### src/rtl/lcd_feeder_pkg.sv
// Shared types and constants for the LCD text feeder: FSM state encoding,
// DDRAM "set address" command bytes and frame geometry.
package lcd_feeder_pkg;

    typedef enum logic [2:0] {
        S_IDLE  = 3'd0,
        S_ADDR1 = 3'd1,
        S_LINE1 = 3'd2,
        S_ADDR2 = 3'd3,
        S_LINE2 = 3'd4
    } feeder_state_t;

    localparam logic [7:0] DDRAM_LINE1 = 8'h80;
    localparam logic [7:0] DDRAM_LINE2 = 8'hC0;
    localparam int         LINE_LEN    = 16;
    localparam int         FRAME_ITEMS = 34;

endpackage

### src/rtl/lcd_refresh_timer.sv
// Free-running auto-refresh timer: o_tick is high for one cycle every PERIOD
// cycles. The count restarts on reset and on every wrap.
module lcd_refresh_timer #(
    parameter int PERIOD = 1_000_000
) (
    input  logic clk,
    input  logic rst,
    output logic o_tick
);

    localparam int CW = (PERIOD > 1) ? $clog2(PERIOD) : 1;

    logic [CW-1:0] r_cnt;

    assign o_tick = (r_cnt == CW'(PERIOD - 1));

    // Count up to PERIOD-1, then wrap to zero.
    always_ff @(posedge clk) begin
        if (rst || o_tick) r_cnt <= '0;
        else               r_cnt <= r_cnt + CW'(1);
    end

endmodule

### src/rtl/lcd_text_feeder.sv
// 2x16 character frame buffer that streams full redraws to the text LCD
// driver as command/data items over a valid/ready handshake.
// Optional macro LCD_FEEDER_AUTO_REFRESH_EN adds a periodic redraw every
// REFRESH_CYCLES clocks; without it redraws come only from reset, writes and
// refresh_req.
module lcd_text_feeder
    import lcd_feeder_pkg::*;
#(
    parameter logic [7:0] CLEAR_CHAR     = 8'h20,
    parameter int         REFRESH_CYCLES = 1_000_000
) (
    input  logic       clk,
    input  logic       rst,
    input  logic       wr_en,
    input  logic [4:0] wr_addr,
    input  logic [7:0] wr_data,
    input  logic       refresh_req,
    output logic       cmd_valid,
    input  logic       cmd_ready,
    output logic       cmd_rs,
    output logic [7:0] cmd_data,
    output logic       busy,
    output logic       frame_done
);

    logic [7:0]    r_buf [32];
    logic          r_dirty;
    feeder_state_t r_state, w_state_n;
    logic [3:0]    r_idx, w_idx_n;
    logic          r_valid, w_valid_n;
    logic          r_rs, w_rs_n;
    logic [7:0]    r_data, w_data_n;
    logic          r_done, w_done_n;
    logic          w_tick;
    logic          w_xfer;
    logic          w_start;
    logic [3:0]    w_idx_inc;
    logic          w_last;

`ifdef LCD_FEEDER_AUTO_REFRESH_EN
    lcd_refresh_timer #(
        .PERIOD (REFRESH_CYCLES)
    ) u_refresh_timer (
        .clk    (clk),
        .rst    (rst),
        .o_tick (w_tick)
    );
`else
    localparam int unused_refresh_cycles = REFRESH_CYCLES;
    assign w_tick = 1'b0;
`endif

    assign w_xfer    = r_valid && cmd_ready;
    assign w_start   = (r_state == S_IDLE) && r_dirty;
    assign w_idx_inc = r_idx + 4'd1;
    assign w_last    = (r_idx == 4'(LINE_LEN - 1));

    assign cmd_valid  = r_valid;
    assign cmd_rs     = r_rs;
    assign cmd_data   = r_data;
    assign frame_done = r_done;
    assign busy       = (r_state != S_IDLE);

    // Frame buffer: cleared to CLEAR_CHAR on reset, user writes land at the edge.
    always_ff @(posedge clk) begin
        if (rst) begin
            for (int i = 0; i < 32; i++) r_buf[i] <= CLEAR_CHAR;
        end else if (wr_en) begin
            r_buf[wr_addr] <= wr_data;
        end
    end

    // Redraw request flag; any new request beats the clear on frame start.
    always_ff @(posedge clk) begin
        if (rst)                              r_dirty <= 1'b1;
        else if (wr_en || refresh_req || w_tick) r_dirty <= 1'b1;
        else if (w_start)                     r_dirty <= 1'b0;
    end

    // FSM state and registered output item.
    always_ff @(posedge clk) begin
        if (rst) begin
            r_state <= S_IDLE;
            r_idx   <= '0;
            r_valid <= 1'b0;
            r_rs    <= 1'b0;
            r_data  <= 8'h00;
            r_done  <= 1'b0;
        end else begin
            r_state <= w_state_n;
            r_idx   <= w_idx_n;
            r_valid <= w_valid_n;
            r_rs    <= w_rs_n;
            r_data  <= w_data_n;
            r_done  <= w_done_n;
        end
    end

    // Next state and next output item; output holds unless a transfer occurs.
    always_comb begin
        w_state_n = r_state;
        w_idx_n   = r_idx;
        w_valid_n = r_valid;
        w_rs_n    = r_rs;
        w_data_n  = r_data;
        w_done_n  = 1'b0;
        unique case (r_state)
            S_IDLE: begin
                if (r_dirty) begin
                    w_state_n = S_ADDR1;
                    w_valid_n = 1'b1;
                    w_rs_n    = 1'b0;
                    w_data_n  = DDRAM_LINE1;
                end
            end
            S_ADDR1: begin
                if (w_xfer) begin
                    w_state_n = S_LINE1;
                    w_idx_n   = '0;
                    w_rs_n    = 1'b1;
                    w_data_n  = r_buf[0];
                end
            end
            S_LINE1: begin
                if (w_xfer) begin
                    if (!w_last) begin
                        w_idx_n  = w_idx_inc;
                        w_data_n = r_buf[{1'b0, w_idx_inc}];
                    end else begin
                        w_state_n = S_ADDR2;
                        w_rs_n    = 1'b0;
                        w_data_n  = DDRAM_LINE2;
                    end
                end
            end
            S_ADDR2: begin
                if (w_xfer) begin
                    w_state_n = S_LINE2;
                    w_idx_n   = '0;
                    w_rs_n    = 1'b1;
                    w_data_n  = r_buf[16];
                end
            end
            S_LINE2: begin
                if (w_xfer) begin
                    if (!w_last) begin
                        w_idx_n  = w_idx_inc;
                        w_data_n = r_buf[{1'b1, w_idx_inc}];
                    end else begin
                        w_state_n = S_IDLE;
                        w_valid_n = 1'b0;
                        w_done_n  = 1'b1;
                    end
                end
            end
            default: w_state_n = S_IDLE;
        endcase
    end

endmodule
### config.mk
export PLATFORM = sky130hd
export DESIGN_NAME = lcd_text_feeder
export DESIGN_NICKNAME = d
export VERILOG_FILES = /design/src/rtl/lcd_feeder_pkg.sv /design/src/rtl/lcd_refresh_timer.sv /design/src/rtl/lcd_text_feeder.sv
export SDC_FILE = /design/constraint.sdc
export NUM_CORES = 1
export LEC_CHECK = 0
export BUFFER_PORTS_ARGS = -buffer_cell sky130_fd_sc_hd__buf_4
export CAP_MARGIN = 20
export CORE_MARGIN = 8
export CORE_UTILIZATION = 25
export CTS_CLUSTER_DIAMETER = 100
export CTS_CLUSTER_SIZE = 28
export DETAILED_ROUTE_END_ITERATION = 7
export SLEW_MARGIN = 20
export SYNTH_ARGS = -nofsm -noshare
export SYNTH_HDL_FRONTEND = slang
export SYNTH_SLANG_ARGS = --single-unit
### constraint.sdc
create_clock -name clk -period 6.9 [get_ports clk]
set_input_delay 1.38 -clock clk [delete_from_list [all_inputs] [get_ports clk]]
set_output_delay 1.38 -clock clk [all_outputs]
set_load 0.03 [all_outputs]
==> flow_summary.toml, run 1 <==
[outcome]
status = "complete, no violations"

[drt]
remaining_drc_errors = 0
drt_iter0_drc = 741
drt-vias-per-instance = 4.66
ant_nets = 0
num_vias = 7540
dr.pass1.iters = 5
routed_wl_um = 33600
wl_per_cell_um = 20.7

[timing]
final-setup-viol-count = 0
fmax_mhz = 278
tightest_slew_ns = 0.932
rsz0062_at_grt = "false"
hold_viol = 0
fin_crit_sh = 0.520
slew_headroom = 0.377
slew_violations = 0
fin_worst_skew_ns = 0.0285
fin_setup_tns_ns = 0
fin_crit_ns = 3.59

[synth]
ys_ff_latch = 275
synth.distinct_cells = 67
ys_warn_count = 0
netlist_top_cells_count = "256 x edfxtp_1, 225 x and2_1, 51 x nor2_1"
synthTopCellsByArea = "edfxtp_1 58%, and2_1 11%, mux4_2 6.6%, mux4_1 4.1%, dfxtp_1 2.8%"
ys_seq_area_frac = 0.604
yosysTopAreaCell = "edfxtp_1"
synth_edf_count = 256
yosysMostFrequentCell = "edfxtp_1"
synth_area_um2 = 13400
synth.avg_cell_area_um2 = 14.2
synth_top_area_frac = 0.576
synth_nets = 962
ys.flop_type = "edfxtp_1"
synth_cells = 943
ys_async_sr_fraction = 0

[clocking]
clock-sinks = 275
hold_buffers = 0
clk_pin_slew_ns = 0.12
post_cts_buffers = 0
root_buffer = "clkbuf_16"
htree_levels = 1
numCtsBuffers = 14
cts_tree = "built"
cts_max_path_buffers = 3
cts_resized = 0
worstSkewPairLatency_ns = 0.51

[min_path]
holdPathStages = 2
holdCritPathClass = "flip-flop to flip-flop"

[setup_path]
cp-start-kind = "flip-flop"
crit_path_end_kind = "flip-flop"
crit_path_top_delay_cell = "ha_4"
worstPathRequired_ns = 7.32
crit_path_cell_trace = "buf_4 > ha_4 > buf_4 > mux2i_1 > mux4_2 > nor3_2 > a2111oi_2 > a221oi_1"
regToRegEndpoint = "cmd_data[7]"
r2r_cells = 8
max_stage_delay_ns = 0.77
cp-endpoint = "cmd_data[7]"
path_class = "flip-flop to flip-flop"
critPathMaxFanout = 51
cp.arrival_ns = 4.01
r2r_slack_ns = 3.31
r2r-start = "r_idx[0]"
crit_start = "r_idx[0]"
cpMostUsedCell = "buf_4"

[pwr]
peakVddDrop_mv = 0.144
p_per_area_nw_per_um2 = 231
leakage_nw = 4.60

[grt]
grtUsageTotal = 0.109
first_global_vias = 7509
grt_max_degree = 52
antenna_found_initial = 2
grt_pass1_wl_um = 50400
grt-ovfl-total = 0

[die]
die_w_um = 247
core_um2 = 52700
io_pins = 30
die_height_um = 247
dieArea_um2 = 61100
rows = 84
initial_core_util = 0.254

[finish]
drive_gt1_frac = 0.160
nets = 943
syn2layout_area_growth_pct = 8.76
final_core_util = 0.276

[placement]
gp_congestion = 0.806
numPortBuffers = 29
dpl.hpwl_um = 22600

[flow_run]
cap_violations = 0
-- flip-flops by register name (all words and copies together), names as in the netlist --
name and flops:
cmd_data 8, cmd_rs 1, cmd_valid 1, frame_done 1
r_buf 256, r_dirty 1, r_idx 4, r_state 3
-- how the worst min path moves through the flow --
| stage | endpoint | startpoint | slack (ns) |
|---|---|---|---|
| 6_report | cmd_rs | cmd_rs | 0.51 |
| 5_1_grt | r_dirty | r_dirty | 0.55 |
| 4_1_cts | cmd_rs | cmd_rs | 0.52 |
| 3_5_place_dp | cmd_rs | cmd_rs | 0.50 |
| 3_3_place_gp | r_dirty | r_dirty | 0.49 |
| 2_1_floorplan | r_dirty | r_dirty | 0.47 |
-- layout by cell type, fill, tap and decap left out, types with 2 or more instances in the layout --
cell type    n
nor3_2       2
nor2b_1      3
o21ai_0      6
a22oi_1      6
xor2_1       2
nor2_1      51
mux4_2      39
mux2_2      10
edfxtp_1   256
mux4_1      21
or3b_2       2
or3_1       34
a31oi_1      4
mux2i_1     29
nor4_1       2
clkbuf_16   15
and2_1     225
a32oi_1      4
a31o_1       3
o21a_1       6
clkbuf_1     3
o21bai_1     2
nand2_1     30
a221oi_1     2
or2_2       32
a311oi_1     2
a21boi_0     3
inv_1        4
nand3_1      9
a21oi_1     18
clkinv_2     2
nand3b_1     8
a21o_1       3
buf_4       33
nor3_1       9
nand2b_1     4
dfxtp_1     18
-- layout make-up --
type	instances	area [um^2]
fillers	5282	38100
flip-flops and latches	275	8070
multi-input cells	596	4900
well taps	688	861
clock buffers	18	387
repair buffers	33	248
clock inverters	4	38.8
inverters	4	15.0
diodes	1	2.50
-- cells by family (layout without fill, tap and decap cells) --
group,after synthesis,in the layout,synth area share
fa+ha+maj,1,1,0.000937
other cells,0,1,0
simple gates,420,420,0.183
mux,99,99,0.137
compound gates,71,71,0.0387
buf+inv,72,59,0.0305
flops,275,275,0.604
xor+xnor,5,5,0.00525
-- through the flow --
stage          power, mW  std cells  hold slack [ns]  worst slack [ns]  cell area [um^2]
2_1_floorplan       2.30        943            0.468              3.87             13400
3_3_place_gp        2.44       1596            0.494              3.28             14100
3_5_place_dp        2.44       1596            0.496              3.26             14100
4_1_cts             3.38       1618            0.520              3.25             14500
5_1_grt             3.47       1618            0.553              3.09             14500
6_report            3.36       1619            0.513              3.31             14500
-- worst max-delay path, delay by kind of cell, from the launching register on --
kind	cells	cell delay, ns
compound gates	2	0.34
fa+ha+maj	1	0.77
buf+inv	2	1.16
flops	1	0.33
mux	2	0.69
simple gates	1	0.15
-- where the power goes --
| part | internal, mW | switching [mW] |
|---|---|---|
| Clock | 0.413 | 0.540 |
| Sequential | 1.92 | 0.0681 |
| Combinational | 0.167 | 0.254 |
-- metal layers --
layer  up-vias  track usage  wire length [um]
li1       3444            -                 -
met3        24       0.0267              2480
met1      3853        0.152             15300
met4         2       0.0199               388
met5         -            0                12
met2       217        0.171             15400
Note: power is estimated with default switching activity, not from simulation.
==> inputs of run 2 (changes only) <==
==> constraint.sdc (replaced) <==
create_clock -name clk -period 3.1 [get_ports clk]
set_input_delay 0.62 -clock clk [delete_from_list [all_inputs] [get_ports clk]]
set_output_delay 0.62 -clock clk [all_outputs]
set_load 0.03 [all_outputs]
==> run 2 against run 1 <==
- cell area is 1.5% higher
- sequential power rose by 120%
- global-route usage down 0.20 points
- sequential cell count is the same
- clock skew decreased by 0.017 ns
- critical endpoint is now cmd_data[5]
- largest power group unchanged
==> flow_summary.toml, run 2 (synthesis results as in run 1) <==
[setup_path]
crit_path_cell_trace = "ha_4 > buf_12 > buf_4 > mux2i_1 > mux4_2 > nor3_2 > a21oi_1 > a311oi_2"
critPathMaxFanout = 25
crit_path_end_kind = "flip-flop"
r2r-start = "r_idx[1]"
worstPathRequired_ns = 3.51
r2r_cells = 8
max_stage_delay_ns = 0.56
crit_path_top_delay_cell = "ha_4"
r2r_slack_ns = 0.52
regToRegEndpoint = "cmd_data[5]"
cp.arrival_ns = 2.99
critPathTopFamily = "multiplexers"
cp-start-kind = "flip-flop"
cp_num_buf_inv = 2
path_class = "flip-flop to flip-flop"

[drt]
wl_per_cell_um = 20.0
ant_nets = 0
num_vias = 7672
drt_iter0_drc = 695
drt-vias-per-instance = 4.64
routed_wl_um = 33100
remaining_drc_errors = 0
dr.pass1.iters = 5

[timing]
slew_violations = 0
worst_slack_ns = 0.517
slew_headroom = 0.555
fin_crit_sh = 0.833
fin_crit_ns = 2.58
final-setup-viol-count = 0
fin_setup_tns_ns = 0
fin_worst_skew_ns = 0.0116
rsz0062_at_grt = "false"
fmax_mhz = 387
hold_viol = 0
tightest_slew_ns = 0.668

[clocking]
numCtsBuffers = 13
root_buffer = "clkbuf_16"
hold_buffers = 0
cts_tree = "built"
clock-sinks = 275
cts_resized = 0
worstSkewPairLatency_ns = 0.49
clk_pin_slew_ns = 0.12
post_cts_buffers = 0
htree_levels = 1
cts_max_path_buffers = 3

[grt]
first_global_vias = 7774
antenna_found_initial = 4
grt-ovfl-total = 0
grt_pass1_wl_um = 50100
grtUsageTotal = 0.107
grt_max_degree = 51

[finish]
layout_commonest_cell = "edfxtp_1"
drive_gt1_frac = 0.185
largest_register_ffs = 256
fin_cells = 1652
largest-register = "r_buf"
layout_common_cells = "256 x edfxtp_1, 225 x and2_1, 64 x buf_4"
syn2layout_area_growth_pct = 10.4
final_core_util = 0.280
nets = 976

[die]
io_pins = 30
die_height_um = 247
initial_core_util = 0.254
rows = 84
die_w_um = 247
core_um2 = 52700
dieArea_um2 = 61100

[pwr]
peakVddDrop_mv = 0.281
p_per_area_nw_per_um2 = 495
leakage_nw = 4.75

[flow_run]
cap_violations = 0

[placement]
place_ws_ns = 0.311
dp.cells = 1630
numPortBuffers = 29
gp_congestion = 0.808
dpl.hpwl_um = 22100

[min_path]
min_to = "r_dirty"
min-delay-start = "refresh_req"
holdPathStages = 2
holdCritPathClass = "input pin to flip-flop"

[outcome]
status = "complete, no violations"
run 2: stage by stage:
step	hold WS, ns	total power [mW]	cell area, um^2
after global placement	0.487	5.42	14400
after floorplan	0.468	5.11	13400
after global routing	0.335	7.55	14700
after detailed placement	0.492	5.43	14400
final	0.328	7.29	14700
after CTS	0.316	7.34	14700
run 2: how the worst max path moves through the flow:
stage | slack, ns | start | endpoint | depth (start not counted)
after floorplan | 0.83 | rst | r_buf[0][0] | 7
after global placement | 0.34 | rst | r_buf[24][1] | 5
after detailed placement | 0.31 | rst | r_buf[24][1] | 5
after CTS | 0.51 | r_idx[1] | cmd_data[5] | 8
after global routing | 0.40 | r_idx[1] | cmd_data[4] | 7
final | 0.52 | r_idx[1] | cmd_data[5] | 8
run 2: layout make-up:
type	instances	area, um^2
Clock inverter	1	7.51
Sequential cell	275	8070
Antenna cell	2	5.00
Inverter	4	15.0
Fill cell	5279	37900
Timing Repair Buffer	67	541
Multi-Input combinational cell	596	4890
Clock buffer	19	348
Tap cell	688	861
run 2: routing by layer:
layer  up-vias  part of all wire  global-route usage
li1       3512                 -                   -
met5         -            0.0012                   0
met4         6             0.015              0.0187
met2       205              0.47               0.175
met1      3909              0.45               0.147
met3        40             0.062              0.0208
run 2: power by group:
part           switching [mW]  total [mW]  internal, mW
sequential              0.114        4.37          4.26
combinational           0.587       0.971         0.384
clock                    1.15        1.94         0.797
==> inputs of run 3 (changes only) <==
==> constraint.sdc (replaced) <==
create_clock -name clk -period 2.46 [get_ports clk]
set_input_delay 0.492 -clock clk [delete_from_list [all_inputs] [get_ports clk]]
set_output_delay 0.492 -clock clk [all_outputs]
set_load 0.03 [all_outputs]
==> run 3 against run 2 <==
- clock power increased by 41%
- critical endpoint is now cmd_data[0]
- final cell count increased by 1.0%
- setup slack got worse by 0.46 ns
- sequential share of layout area decreased by 0.87 points
- sequential cell count unchanged
- core utilization increased by 0.45 points
- non-clock buffer count increased by 17
- critical path depth decreased by 2
- global-route usage about the same
- critical path type unchanged
- cell area increased by 1.6%
- first-iteration DRC count decreased by 9.5%
==> flow_summary.toml, run 3 (synthesis results as in run 1) <==
[clocking]
worstSkewPairLatency_ns = 0.51
clock-sinks = 275
cts_tree = "built"
root_buffer = "clkbuf_16"
cts_resized = 0
htree_levels = 1
clk_pin_slew_ns = 0.11
hold_buffers = 0
numCtsBuffers = 14
cts_max_path_buffers = 3
post_cts_buffers = 0

[finish]
layout_common_cells = "256 x edfxtp_1, 225 x and2_1, 78 x buf_4"
largest-register = "r_buf"
largest_register_ffs = 256
fin_area_um2 = 15000
antenna_cells = 0
syn2layout_area_growth_pct = 12.2
final_core_util = 0.284
drive_gt1_frac = 0.205
layout_commonest_cell = "edfxtp_1"
fin_cells = 1669
nets = 994

[timing]
rsz0062_at_grt = "false"
slew_headroom = 0.615
final-setup-viol-count = 0
fin_worst_skew_ns = 0.0140
hold_viol = 0
fin_crit_sh = 0.977
tightest_slew_ns = 0.578
hold_ws_ns = 0.165
slew_violations = 0
fmax_mhz = 416
fin_crit_ns = 2.40

[die]
io_pins = 30
initial_core_util = 0.254
die_height_um = 247
rows = 84
die_w_um = 247
core_um2 = 52700
dieArea_um2 = 61100

[pwr]
leakage_nw = 4.89
p_per_area_nw_per_um2 = 635
p_clk_frac = 0.287
netSwitchingFraction = 0.257
power.switching_mw = 2.44
total_power_mw = 9.51
seq_power_share = 0.579
peakVddDrop_mv = 0.334
combPwrFrac = 0.134
internal_power_mw = 7.07

[drt]
num_vias = 7751
dr.pass1.iters = 5
routed_wl_um = 33200
drt-vias-per-instance = 4.64
drt_iter0_drc = 629
remaining_drc_errors = 0
ant_nets = 0
wl_per_cell_um = 19.9

[setup_path]
cp-start-kind = "flip-flop"
critPathMaxFanout = 13
critPathTopFamily = "multiplexers"
cp_num_buf_inv = 1
crit_path_end_kind = "flip-flop"
crit_path_cell_trace = "ha_4 > buf_12 > mux4_1 > mux2_2 > a22oi_1 > a31oi_1"
cp.arrival_ns = 2.78
crit_path_top_delay_cell = "mux4_1"
worstPathRequired_ns = 2.84
path_class = "flip-flop to flip-flop"
max_stage_delay_ns = 0.59

[placement]
dp.cells = 1647
gp_congestion = 0.803
dpl.hpwl_um = 22400
numPortBuffers = 29
place_area_um2 = 14500

[grt]
antenna_found_initial = 0
first_global_vias = 7651
grtUsageTotal = 0.107
grt_max_degree = 52
grt_pass1_wl_um = 50000
grt-ovfl-total = 0

[outcome]
status = "complete, no violations"

[flow_run]
cap_violations = 0

[min_path]
holdCritPathClass = "input pin to flip-flop"
==> run 3: stage by stage <==
stage               setup WS, ns  setup TNS [ns]
CTS                       0.0711               0
detailed placement       -0.0168          -0.132
global placement        -0.00732         -0.0578
global route              0.0276               0
finish                    0.0574               0
floorplan                  0.250               0
==> run 3: layout make-up <==
type                       count  area [um^2]
clock inverter                 4         37.5
clock buffer                  18          397
fill                        5246        37700
inverter                       4         15.0
timing repair buffer          84          706
sequential                   275         8070
tap                          688          861
multi-input combinational    596         4890
==> run 3: path summary, 6_finish.rpt <==
check,cells after the start,endpoint,slack (ns),start
min reg2reg,2,cmd_data[7],0.53,cmd_data[7]
max,6,cmd_data[0],0.06,r_idx[0]
max reg2reg,6,cmd_data[0],0.06,r_idx[0]
min,2,r_dirty,0.16,refresh_req
==> run 3: worst reg2reg max path, delay by kind of cell, from the launching register on <==
family / cells / cell delay, ns
muxes: 2 / 0.89
adders and majority gates: 1 / 0.42
AOI/OAI and AO/OA: 2 / 0.42
DFF: 1 / 0.36
buffers and inverters: 1 / 0.20
==> run 3: layer usage <==
metal | routed length [um] | track usage | part of all wire | vias to the layer above
met5 | 0 | 0 | 0 | -
met4 | 577 | 0.0230 | 0.017 | 0
met3 | 2140 | 0.0228 | 0.064 | 35
met2 | 15500 | 0.173 | 0.47 | 192
met1 | 15000 | 0.146 | 0.45 | 3987
li1 | - | - | - | 3537
==> run 3: power groups by stage <==
stage	clock [mW]	combinational [mW]	sequential, mW
after detailed placement	0	1.28	5.61
after CTS	2.77	1.28	5.50
after global routing	2.94	1.38	5.53
final	2.73	1.27	5.50
after global placement	0	1.27	5.60
after floorplan	0	0.856	5.59
